File: src/rtl/bin_to_bcd_seq.sv
// ---------------------------------------------------------------------------
// bin_to_bcd_seq
//   Sequential shift-and-add-3 (double-dabble) binary-to-BCD converter.
//   It feeds a four-digit seven-segment display driver. A conversion takes
//   DATA_W clock cycles, one input bit per cycle. The published result only
//   changes on the Done edge, so the display never sees a partially shifted
//   value.
//
// Parameters
//   DATA_W   width of the unsigned binary input. The legal range is 1..13,
//            because 2^13-1 = 8191 still fits in four BCD digits.
//   AUTO     0: convert only on Start.
//            1: also start by itself when Data_Bin differs from the last
//               value that was converted.
//
// Ports
//   Sys_CLK   in   1       system clock; all state changes on the rising edge
//   Sys_RST   in   1       asynchronous, active-high reset
//   Start     in   1       conversion request; only sampled while idle
//   Data_Bin  in   DATA_W  unsigned binary value; captured when a request is
//                          accepted
//   Busy      out  1       high while a conversion is in progress
//   Done      out  1       one-cycle pulse; BCD_Out is updated on the same edge
//   BCD_Out   out  16      [3:0]=ones [7:4]=tens [11:8]=hundreds
//                          [15:12]=thousands
// ---------------------------------------------------------------------------
module bin_to_bcd_seq #(
  parameter int DATA_W = 8,
  parameter bit AUTO   = 1'b0
) (
  input  logic              Sys_CLK,
  input  logic              Sys_RST,
  input  logic              Start,
  input  logic [DATA_W-1:0] Data_Bin,
  output logic              Busy,
  output logic              Done,
  output logic [15:0]       BCD_Out
);

  typedef enum logic {
    IDLE  = 1'b0,
    SHIFT = 1'b1
  } state_e;

  state_e              state_q, state_d;
  logic [DATA_W-1:0]   shift_q, shift_d;
  logic [DATA_W-1:0]   last_q, last_d;
  logic [15:0]         scratch_q, scratch_d;
  logic [15:0]         bcd_q, bcd_d;
  logic [3:0]          cnt_q, cnt_d;
  logic                done_q, done_d;

  logic                request;
  logic [15:0]         scratch_adj;
  logic [15+DATA_W:0]  shifted;

  // Add-3 correction on every digit, applied before the shift. A digit of
  // 5..9 becomes 8..12, and the following shift carries its top bit into the
  // next digit. This keeps every digit in the range 0..9.
  generate
    for (genvar gi = 0; gi < 4; gi++) begin : g_digit
      assign scratch_adj[4*gi +: 4] = (scratch_q[4*gi +: 4] >= 4'd5)
                                      ? scratch_q[4*gi +: 4] + 4'd3
                                      : scratch_q[4*gi +: 4];
    end
  endgenerate

  // The corrected digits and the remaining input bits shift left as one
  // register, so the MSB of the data enters the ones digit first.
  assign shifted = {scratch_adj, shift_q} << 1;

  // In AUTO mode the converter also starts when the input differs from the
  // value it converted last.
  assign request = Start | (AUTO & (Data_Bin != last_q));

  // ---- state register ------------------------------------------------------
  always_ff @(posedge Sys_CLK or posedge Sys_RST) begin
    if (Sys_RST) begin
      state_q <= IDLE;
    end else begin
      state_q <= state_d;
    end
  end

  // ---- next-state logic ----------------------------------------------------
  always_comb begin
    state_d = state_q;
    case (state_q)
      IDLE:    if (request) state_d = SHIFT;
      SHIFT:   if (cnt_q == 4'd1) state_d = IDLE;
      default: state_d = IDLE;
    endcase
  end

  // ---- datapath next values ------------------------------------------------
  always_comb begin
    shift_d   = shift_q;
    last_d    = last_q;
    scratch_d = scratch_q;
    bcd_d     = bcd_q;
    cnt_d     = cnt_q;
    done_d    = 1'b0;
    case (state_q)
      IDLE: begin
        if (request) begin
          shift_d   = Data_Bin;
          last_d    = Data_Bin;
          scratch_d = 16'h0000;
          cnt_d     = 4'(DATA_W);
        end
      end
      SHIFT: begin
        scratch_d = shifted[15+DATA_W -: 16];
        shift_d   = shifted[DATA_W-1:0];
        cnt_d     = cnt_q - 4'd1;
        // On the last bit, the freshly shifted scratch value is the result.
        // It is published directly, so no extra cycle is spent.
        if (cnt_q == 4'd1) begin
          bcd_d  = shifted[15+DATA_W -: 16];
          done_d = 1'b1;
        end
      end
      default: ;
    endcase
  end

  always_ff @(posedge Sys_CLK or posedge Sys_RST) begin
    if (Sys_RST) begin
      shift_q   <= '0;
      last_q    <= '0;
      scratch_q <= 16'h0000;
      bcd_q     <= 16'h0000;
      cnt_q     <= 4'd0;
      done_q    <= 1'b0;
    end else begin
      shift_q   <= shift_d;
      last_q    <= last_d;
      scratch_q <= scratch_d;
      bcd_q     <= bcd_d;
      cnt_q     <= cnt_d;
      done_q    <= done_d;
    end
  end

  // ---- outputs -------------------------------------------------------------
  always_comb begin
    Busy    = (state_q == SHIFT);
    Done    = done_q;
    BCD_Out = bcd_q;
  end

endmodule

File: config.mk
export PLATFORM = sky130hd
export DESIGN_NAME = bin_to_bcd_seq
export DESIGN_NICKNAME = d
export VERILOG_FILES = /design/src/rtl/bin_to_bcd_seq.sv
export SDC_FILE = /design/constraint.sdc
export NUM_CORES = 1
export LEC_CHECK = 0
export CORE_MARGIN = 1
export CORE_UTILIZATION = 53
export CTS_CLUSTER_SIZE = 20
export DETAILED_ROUTE_END_ITERATION = 10
export GPL_TIMING_DRIVEN = 0
export PLACE_DENSITY = 0.77
export SLEW_MARGIN = 20
export SYNTH_ARGS = -nofsm -noshare
export SYNTH_HDL_FRONTEND = slang
export SYNTH_SLANG_ARGS = --single-unit
File: constraint.sdc
create_clock -name Sys_CLK -period 4.8 [get_ports Sys_CLK]
set_clock_uncertainty 0.15 [all_clocks]
set_input_delay 1.2 -clock Sys_CLK [delete_from_list [all_inputs] [get_ports Sys_CLK]]
set_output_delay 1.2 -clock Sys_CLK [all_outputs]
set_load 0.05 [all_outputs]
## Yosys cells after proc, flatten, opt, wreduce, memory -nomap -nowiden

Cells that the tools add are included.

- Flip-flop bits (word level): 46
- Input bits: 11
- Output and inout bits: 18
- Logic and storage cells: 34

- Add/subtract/negate cells: 5
- Magnitude comparators: 4
- Equality and inequality tests: 2
- Multiplexer cells: 15
- Bitwise logic cells: 1
- Reductions and logical operators: 1

Operators with widths:

| operator | count |
|---|---|
| $pmux W16 S2 | 1 |
| $ge A4 B3 Y1 const B | 4 |
| $mux W16 | 1 |
| $mux W4 | 4 |
| $pmux W8 S2 | 1 |
| $add A4 B2 Y4 const B | 3 |
| $mux W8 | 1 |
| $pmux W4 S2 | 1 |
| $eq A4 B1 Y1 const B | 1 |
| $mux W1 | 4 |
| $sub A4 B1 Y4 const B | 1 |
| $add A3 B2 Y3 const B | 1 |
| $mux W3 | 1 |
| $ne A2 B2 Y1 const B | 1 |
| $pmux W1 S2 | 1 |
| $reduce_and A2 Y1 | 1 |
| $not A1 Y1 | 1 |

## Depth between registers and ports, before layout

Gate-level depths: netlist of the first run.

- Depth in word-level cells: 3
- Mapped depth: 7
- Gate-level depth less buffers: 6

## Least setup slack after synthesis of the first run

OpenSTA, ideal clock, no wires.

- Path type: register to output
- Start: reg state_q (netlist: Busy)
- End: out Busy
- Arrival: 0.611 ns
- Required time: 3.450 ns
- Slack: 2.839 ns
- Cell stages (with the launch flop): 1
- Buffers on the path: 0
- Path through: dfrtp_1

RTL lines:

| what | line | source |
|---|---|---|
| start, declared | 45 | `state_e state_q, state_d;` |
| start signal, assigned | 81 | `state_q <= state_d;` |
| end, declared | 35 | `output logic Busy,` |

No word-level cell between the ends.

## Worst setup path after layout of the first run

- Start: reg bcd_q[12] (netlist: BCD_Out[12])
- End: out BCD_Out[12]

RTL lines:

| what | line | source |
|---|---|---|
| start, declared | 49 | `logic [15:0] bcd_q, bcd_d;` |
| start signal, assigned | 132 | `bcd_q <= 16'h0000;` |
| start signal, assigned | 139 | `bcd_q <= bcd_d;` |
| end, declared | 37 | `output logic [15:0] BCD_Out` |

No word-level cell between the ends.

==> results of run 1 <==
area by class of cell:
type	count	area, um2	share of cell area, %
flip-flops and latches	46	1151	42.34
multi-input cells	143	999.7	36.77
repair buffers	29	300.3	11.04
inverters	12	45.04	1.657
plain buffers	10	50.05	1.841
well taps	50	62.56	2.301
clock buffers	8	110.1	4.050
logic make-up (layout without fill, tap and decap cells):
kind of cell,Yosys count,after routing,share of synthesized area [%]
AOI/OAI and AO/OA,44,44,11.81
and+or+nand+nor,59,59,13.26
adders and majority gates,10,10,5.571
muxes,26,26,12.31
buffers and inverters,22,59,4.233
DFF,46,46,51.25
xor gates and xnor gates,4,4,1.560
flip-flops by register name (all words and copies together), names as in the netlist:
signal,count
BCD_Out,16
shift_q,8
scratch_q,16
Done,1
Busy,1
cnt_q,4
cell usage after synthesis (4+ instances only):
master and number:
buf_2 7, nor3b_1 7, nand2_1 26, mux2i_1 19, mux2_2 5, o21ai_0 21, nor2_1 7, nand2b_1 14
ha_1 10, dfrtp_1 46, inv_1 12, a21o_1 5, xnor2_1 4, a21oi_1 8
per-stage QoR:
stage                     hold WS (ns)  setup slack, ns  instance area [um2]  total power, W  cells
after CTS                       0.3417            1.960                 2719        0.002020    298
after detailed placement        0.3203            2.125                 2609        0.001745    290
after floorplan                 0.2992            2.362                 2246        0.001460    211
after global placement          0.3132            1.416                 2589        0.001711    289
final                           0.3378            1.973                 2719        0.001998    298
after global routing            0.3596            1.917                 2719        0.002143    298
metal layers:
| metal | part of all wire, % | GRT usage, % | wire (um) |
|---|---|---|---|
| met2 | 46 | 31.50 | 1876 |
| met3 | 2.6 | 5.651 | 105 |
| met1 | 50 | 26.73 | 2064 |
| met4 | 1.2 | 7.181 | 51 |
| met5 | 0 | 0 | 0 |
how the worst max path moves through the flow:
stage	to	slack [ns]
after global routing	BCD_Out[0]	1.92
after detailed placement	shift_q[1]$_DFFE_PP0P_	2.13
after CTS	BCD_Out[0]	1.96
after global placement	scratch_q[2]$_DFFE_PP0P_	1.42
final	BCD_Out[12]	1.97
after floorplan	BCD_Out[0]$_DFFE_PP0P_	2.36
power by group:
group	internal (W)	switching (W)
sequential	0.000560	0.000121
clock	0.000145	0.000127
combinational	0.000440	0.000605
total	0.00115	0.000852
==> run summary, run 1 <==
Synth async-reset ratio: 100.0%
largest fanout on the critical path: 2
Clock Pin Slew Worst Setup and Hold Paths: 0.08 ns
first-pass GRT wire length: 6.610 mm
Rel. slew slack: 66.19%
CP arrival: 1.48 ns
CTS Buf Count: 5
Antenna diodes: 0
# clock sinks: 46
LEAKAGE: 1.300 nW
H-tree Lvls: 2
DRC viols: 0
CP max stage delay: 0.81 ns
layout net count: 268
Initial Util: 55.75%
top cells by area, synth: dfrtp_1 51%, mux2i_1 8.5%, ha_1 5.6%
Post-Route Setup TNS: 0 ns
final core utilization: 67.48%
# IOs: 29
Critical R2R Launch: scratch_q[4]$_DFFE_PP0P_
crit path capture type: primary output
EDFF count, synth: 0
setup repair bufs after CTS: 0
DP HPWL: 2.926 mm
Critical Path Start: BCD_Out[12]$_DFFE_PP0P_
CTS tree: yes
Post-Syn Instances: 211
Hold Path Depth: 2
cell area after synthesis: 2246 um2
DRT Pass-1 Iters: 4
vias in the first global route: 1446
RePlAce Congestion: 0.7818
minimum clock period: 2.827 ns
Worst Tran Pin Value: 0.5056 ns
Worst-Skew Late Latency: 0.30 ns
hold path start: shift_q[3]$_DFFE_PP0P_
RSZ-0062 raised after global routing: no
Yosys cell types: 28
share of cells above drive strength 1: 11.29%
vias post-DR: 1569
Die Wd: 67.10 um
fillers: 331
Hold-fix buffers, CTS: 0
Yosys reg bits: 46
Yosys Warn Count: 0
crit path kind: register to primary output
Worst EP required: 3.45 ns
Cell Rows: 23
post-cts gate resize count: 0
crit share post-route: 58.89%
# port buffers: 28
DR iter-0 viols: 40
endpoints failing hold: 0
routed len/inst: 13.75 um
initial antenna violation count: 0
most frequent cells in the layout: 46 x dfrtp_1, 28 x clkdlybuf4s50_1, 26 x nand2_1
Hold EP: shift_q[4]$_DFFE_PP0P_
total die area: 4502 um2
commonest non-fill, non-tap cell in the layout: dfrtp_1
DR vias/cell: 5.265
Syn Nets: 232
R2R depth: 6
Post-Syn Area per Cell: 10.64 um2
Critical R2R Capture: BCD_Out[6]$_DFFE_PP0P_
core region area: 4029 um2
GR Overflow Total: 0
clock buffer depth: 2
Crit path buffers/inverters: 1
Synth Flop Type: dfrtp_1
DRT Wirelength: 4.098 mm
Startpoint Class: register
number of max-cap violations: 0
dominant cell type by area after synthesis: dfrtp_1
Largest delay share family, worst path: buffers and inverters
pwr dens: 735.0 nW/um2
Critical Path, Cell by Cell: clkdlybuf4s50_1
Worst path depth: 1
Die Span Y: 67.10 um
area grow syn2layout: 21.06%
Setup violations, final: 0
Peak VDD IR: 0.3659 mV
Total GRT Usage: 20.26%
Hold Path Class: register to register
largest net degree at the start of global routing: 27
R2R Setup Slk: 2.98 ns
status: complete, no violations
Seq/Total Area, Yosys: 51.25%
CTS root buffer: clkbuf_8
Yosys top cell area share: 51.25%
Max Clk Rate: 353.8 MHz
Slowest-stage cell, CP: clkdlybuf4s50_1
Final Max Tran Viols: 0
antenna viol nets, final: 0
Power figures use the tool's default switching activity.
==> run 2, diff against run 1 <==
Clock period 4.8 ns to 2.85 ns, I/O delays scaled along.
==> results of run 2 <==
Same layout as run 1 (identical final DEF). Status: complete, no violations.
Among the figures that moved: setup slack after placement 2.125 ns -> 0.6626 ns; setup slack after layout 1.973 ns -> 0.5110 ns; register-to-register setup slack 2.98 ns -> 1.03 ns; total power 0.001998 W -> 0.003366 W; worst IR drop on VDD 0.3659 mV -> 0.6162 mV
==> run 3, diff against run 2 <==
Clock period 2.85 ns to 2.4 ns, I/O delays scaled along.
==> results of run 3 <==
Same layout as run 1 (identical final DEF). Status: complete, no violations.
Among the figures that moved: setup slack after placement 2.125 ns -> 0.3251 ns; setup slack after layout 1.973 ns -> 0.1735 ns; register-to-register setup slack 2.98 ns -> 0.58 ns; total power 0.001998 W -> 0.003997 W; worst IR drop on VDD 0.3659 mV -> 0.7318 mV
==> RTL change 1, RTL diff (settings of run 3) <==
Add an input register stage for `Start` and `Data_Bin`, without a reset; this delays them by one clock.
--- a/src/rtl/bin_to_bcd_seq.sv
+++ b/src/rtl/bin_to_bcd_seq.sv
@@ -44,2 +44,10 @@
 
+  logic Start_q;
+  logic [DATA_W-1:0] Data_Bin_q;
+
+  always_ff @(posedge Sys_CLK) begin
+    Start_q    <= Start;
+    Data_Bin_q <= Data_Bin;
+  end
+
   state_e              state_q, state_d;
@@ -73,3 +81,3 @@
   // value it converted last.
-  assign request = Start | (AUTO & (Data_Bin != last_q));
+  assign request = Start_q | (AUTO & (Data_Bin_q != last_q));
 
@@ -105,4 +113,4 @@
         if (request) begin
-          shift_d   = Data_Bin;
-          last_d    = Data_Bin;
+          shift_d   = Data_Bin_q;
+          last_d    = Data_Bin_q;
           scratch_d = 16'h0000;
Function: changed (Yosys sat finds a counterexample within 4 cycles, from zero or initial values and one cycle with Sys_RST high).
==> RTL change 1 against run 3 <==
  * Setup slack worse by 0.0019 ns
  * Sequential cell count increased by 9
  * Final area grew 4.9%
  * Synthesized cell count increased by 7.1%
  * Routed wire length is 7.3% higher
  * Area after synthesis is 5.5% higher
  * Total power increased by 8.2%
  * Global-route usage up 0.93 points
  * Largest power group unchanged
==> RTL change 1: results (changes against run 3) <==
Syn Inst Count=226 (was 211); Clock Network Area Fraction=4.12% (was 4.05%); met3 Resource Use GR=4.28% (was 5.65%); wire length on met3=142 um (was 105 um); DRT iter0 DRCs=114 (was 40); Top Family by Delay on Critical Path=buffers and inverters (unchanged); number of global-route vias before repair=1,645 (was 1,446); Multi-input comb cells=147 (was 143); top cells by count, synth=dfrtp_1, nand2_1, o21ai_0, inv_1 (was dfrtp_1, nand2_1, o21ai_0, mux2i_1, nand2b_1); CTS buffer count=5 (unchanged); Clock transition at path regs=0.10 ns (was 0.08 ns); Synth async-reset ratio=83.6% (was 100%); Non-clk bufs=39 (unchanged); syn nets=247 (was 232); largest net degree at the start of global routing=29 (was 27); vias post-DR=1,709 (was 1,569); largest cells by area after synthesis=dfrtp_1, dfxtp_1, nand2_1, ha_1, o21ai_0 (was dfrtp_1, mux2i_1, ha_1, o21ai_0, nand2_1); DP HPWL=3.01 mm (was 2.93 mm); number of clock buffers in the layout=6 (was 8); yosys warns=0 (unchanged); Psw=1850 uW (was 1700 uW); H-Tree Depth=2 (unchanged); DR WL met2=2.19 mm (was 1.88 mm); routed len/inst=14.1 um (was 13.8 um); Logic pwr share=49.2% (was 52.3%); Port Buffer Count=28 (unchanged); met1 usage in global routing=25.6% (was 26.7%); sequential cell area=1330 um2 (was 1150 um2); fillers=333 (was 331); DIE AREA=4740 um2 (was 4500 um2); first-pass GRT wire length=7.23 mm (was 6.61 mm); nets=283 (was 268); M1 WL=1.99 mm (was 2.06 mm); seq_cells=55 (was 46); Area after DPL=2730 um2 (was 2610 um2); slowest stage delay, CP=about 0.80 ns; highest routed layer=met4 (unchanged); Non-CTS inverters=14 (was 12); Total Routing Usage GR=21.2% (was 20.3%); Clk power=631 uW (was 544 uW); Layout Cells excl Fill=313 (was 298); status=completed (unchanged); Synth cell types=30 (was 28); P_comb=2130 uW (was 2090 uW); share of layout cells above drive strength 1=9.89% (was 11.3%); CP max stage cell=clkdlybuf4s50_1 (unchanged); Lkg Pwr=0.00128 uW (was 0.00130 uW); non-clk buf share=12.1% (was 12.9%); met2 Usage GRT=35.9% (was 31.5%); Power Dens Cells=1520 nW/um2 (was 1470 nW/um2); fraction of area in multi-input gates=33.0% (was 36.8%); Max VDD drop=0.773 mV (was 0.732 mV); Final Wtd Congestion=0.765 (was 0.782); Seq/Total Area, Yosys=56.2% (was 51.3%); antenna cells=0 (unchanged); slew at the pin closest to its max-slew limit=0.496 ns (was 0.506 ns)
## RTL change 1: cell count changes in the layout (fill, tap and decap cells not counted), moves of 4 or more
cell             run 3  this run
nand2_1             26        37
nand2b_1            14         3
o22ai_1              0        10
dfxtp_1              0         9
mux2i_1             19        10
clkbuf_1             1         5
nor3_1               2         6
## RTL change 1: worst paths after layout
| path | depth (start not counted) | from | to | slack [ns] |
|---|---|---|---|---|
| setup / recovery | 1 | BCD_Out[11] | BCD_Out[11] | 0.17 |
| max in group asynchronous | 3 | Sys_RST | cnt_q[1] | 1.15 |
| hold reg to reg | 2 | BCD_Out[15] | BCD_Out[15] | 0.34 |
| hold / removal | 2 | BCD_Out[15] | BCD_Out[15] | 0.34 |
| setup reg to reg | 6 | scratch_q[4] | scratch_q[6] | 0.49 |
| min in group asynchronous | 2 | Sys_RST | scratch_q[2] | 0.45 |
## RTL change 1: repair_timing
item                                    CTS  global route
endpoints found under the hold margin     0             0
gates resized for setup                   0             1
endpoints found under the setup margin    0             1
## RTL change 1: logic make-up (layout without fill, tap and decap cells)
| kind of cell | Yosys count | in the layout | synth area share, % |
|---|---|---|---|
| flip-flops | 55 | 55 | 56.2 |
| AND/OR/NAND/NOR | 63 | 63 | 12.3 |
| AO/OA/AOI/OAI | 53 | 53 | 13.0 |
| buffers and inverters | 24 | 61 | 4.07 |
| adder cells (fa/ha/maj) | 10 | 10 | 5.28 |
| XOR/XNOR | 6 | 6 | 2.22 |
| multiplexers | 15 | 15 | 6.92 |
## RTL change 1: stage by stage
| step | setup WS (ns) | setup TNS, ns |
|---|---|---|
| 2_1_floorplan | 0.562 | 0 |
| 3_3_place_gp | -0.380 | -17.41 |
| 3_5_place_dp | 0.367 | 0 |
| 4_1_cts | 0.0187 | 0 |
| 5_1_grt | 0.0953 | 0 |
| 6_report | 0.172 | 0 |
==> RTL change 2, RTL diff (settings of run 3) <==
Made on the original files. `AUTO`: 1'b0 -> 1'b1.
--- a/src/rtl/bin_to_bcd_seq.sv
+++ b/src/rtl/bin_to_bcd_seq.sv
@@ -28,3 +28,3 @@
   parameter int DATA_W = 8,
-  parameter bit AUTO   = 1'b0
+  parameter bit AUTO   = 1'b1
 ) (
Check against the original RTL: not equivalent (Yosys sat finds a counterexample within 4 cycles, from zero or initial values and one cycle with Sys_RST high).
==> RTL change 2 against run 3 <==
  * Die area rose by 19%
  * Routed wire length rose by 23%
  * Sequential share of layout area rose by 0.23 points
  * Area after synthesis rose by 20%
  * Final area rose by 17%
  * Sequential cell count rose by 8
  * Cell count rose by 16%
  * Total power rose by 18%
  * Setup slack got worse by 0.014 ns
  * Count of clock-buffer cells in the layout fell by 2
  * Largest cell class unchanged
==> RTL change 2: results (changes against run 3) <==
status=completed (unchanged); P_comb=2470 uW (was 2090 uW); CTS resizes=1 (was 0); number of global-route vias before repair=1,848 (was 1,446); share of layout cells above drive strength 1=15.4% (was 11.3%); Synth cell types=37 (was 28); WS Path Type=register to output pin (unchanged); Area after DPL=3060 um2 (was 2610 um2); routed len/inst=14.5 um (was 13.8 um); DP HPWL=3.53 mm (was 2.93 mm); Worst Min Path Start=BCD_Out[9] (was shift_q[3]); pre-CTS setup slack=-0.0913 ns (was 0.325 ns); Clk pwr share=13.1% (was 13.6%); Hold Path Sink=BCD_Out[9] (was shift_q[4]); Clock transition at path regs=0.09 ns; top cells by count, synth=dfrtp_1, nand2_1, o21ai_0, inv_1, mux2_2 (was dfrtp_1, nand2_1, o21ai_0, mux2i_1, nand2b_1); first-pass GRT wire length=8.62 mm (was 6.61 mm); r2r setup slk=0.44 ns (was 0.58 ns); yosys warns=0 (unchanged); nets=301 (was 268); RR Endpoint=BCD_Out[10] (was BCD_Out[6]); Lkg Pwr=0.00138 uW (was 0.00130 uW); largest net degree at the start of global routing=55 (was 27); syn nets=266 (was 232); Vias per Instance=5.53 (was 5.27); XOR/XNOR Fraction of Synth Area=4.55% (was 1.56%); slew at the pin closest to its max-slew limit=0.697 ns (was 0.506 ns); Synth Area in Compound Gates=18.4% (was 11.8%); Psw=1990 uW (was 1700 uW); crit path capture=BCD_Out[11] (was BCD_Out[12]); DRT iter0 DRCs=94 (was 40); Final Wtd Congestion=0.792 (was 0.782); met2 Usage GRT=32.8% (was 31.5%); CP max stage cell=clkdlybuf4s50_1 (unchanged); mux cell area share after synthesis=6.22% (was 12.3%); DP Cell Count=340 (was 290); Post-CTS Setup Bufs=0 (unchanged); Post-Synth Adder-Cell Area=4.64% (was 5.57%); crit path DAT=1.49 ns; fillers=413 (was 331); Max VDD drop=0.644 mV (was 0.732 mV); RR Startpoint=scratch_q[8] (was scratch_q[4]); Seq/Total Area, Yosys=50.1% (was 51.3%); WL final=5.04 mm (was 4.10 mm); CP startpoint=BCD_Out[11] (was BCD_Out[12]); Top Family by Delay on Critical Path=buffers and inverters (unchanged); drt first pass iters=4 (unchanged); clk root buf=clkbuf_8 (unchanged); Syn Inst Count=245 (was 211); met3 Resource Use GR=4.39% (was 5.65%); met1 usage in global routing=29.2% (was 26.7%); Total Routing Usage GR=21.2% (was 20.3%); Residual DRC=0 (unchanged); largest cells by area after synthesis=dfrtp_1, mux2_2, ha_1, o22ai_2, xnor2_1 (was dfrtp_1, mux2i_1, ha_1, o21ai_0, nand2_1); Hold Slack=0.333 ns (was 0.338 ns)
RTL change 2: cell types whose count changed in the layout (fill, tap and decap cells not counted), sizes merged, moves of 7 or more:
cell	before	now
mux2i	19	1
o22ai	0	12
nand2b	14	4
dfrtp	46	54
xnor2	4	12
mux2	7	14
RTL change 2: metrics by stage:
stage	util, %	total power [uW]
floorplan	-	3510
global placement	63.5	4030
detailed placement	63.6	4110
CTS	65.9	4740
global route	65.9	5040
finish	65.9	4710
RTL change 2: layout make-up:
class	instances	area [um2]	share of cell area, %
clock buffer	6	82.6	2.60
sequential	54	1350	42.6
multi-input combinational	162	1210	38.2
clock inverter	1	30.0	0.946
buffer	10	61.3	1.93
inverter	19	73.8	2.33
tap	67	83.8	2.64
timing repair buffer	28	279	8.79
RTL change 2: metal layers:
metal | wire length, um | part of all wire [%] | vias up
met3 | 186 | 3.7 | 11
met4 | 110 | 2.2 | 0
met5 | 0 | 0 | -
met2 | 2330 | 46 | 39
li1 | - | - | 939
met1 | 2410 | 48 | 931
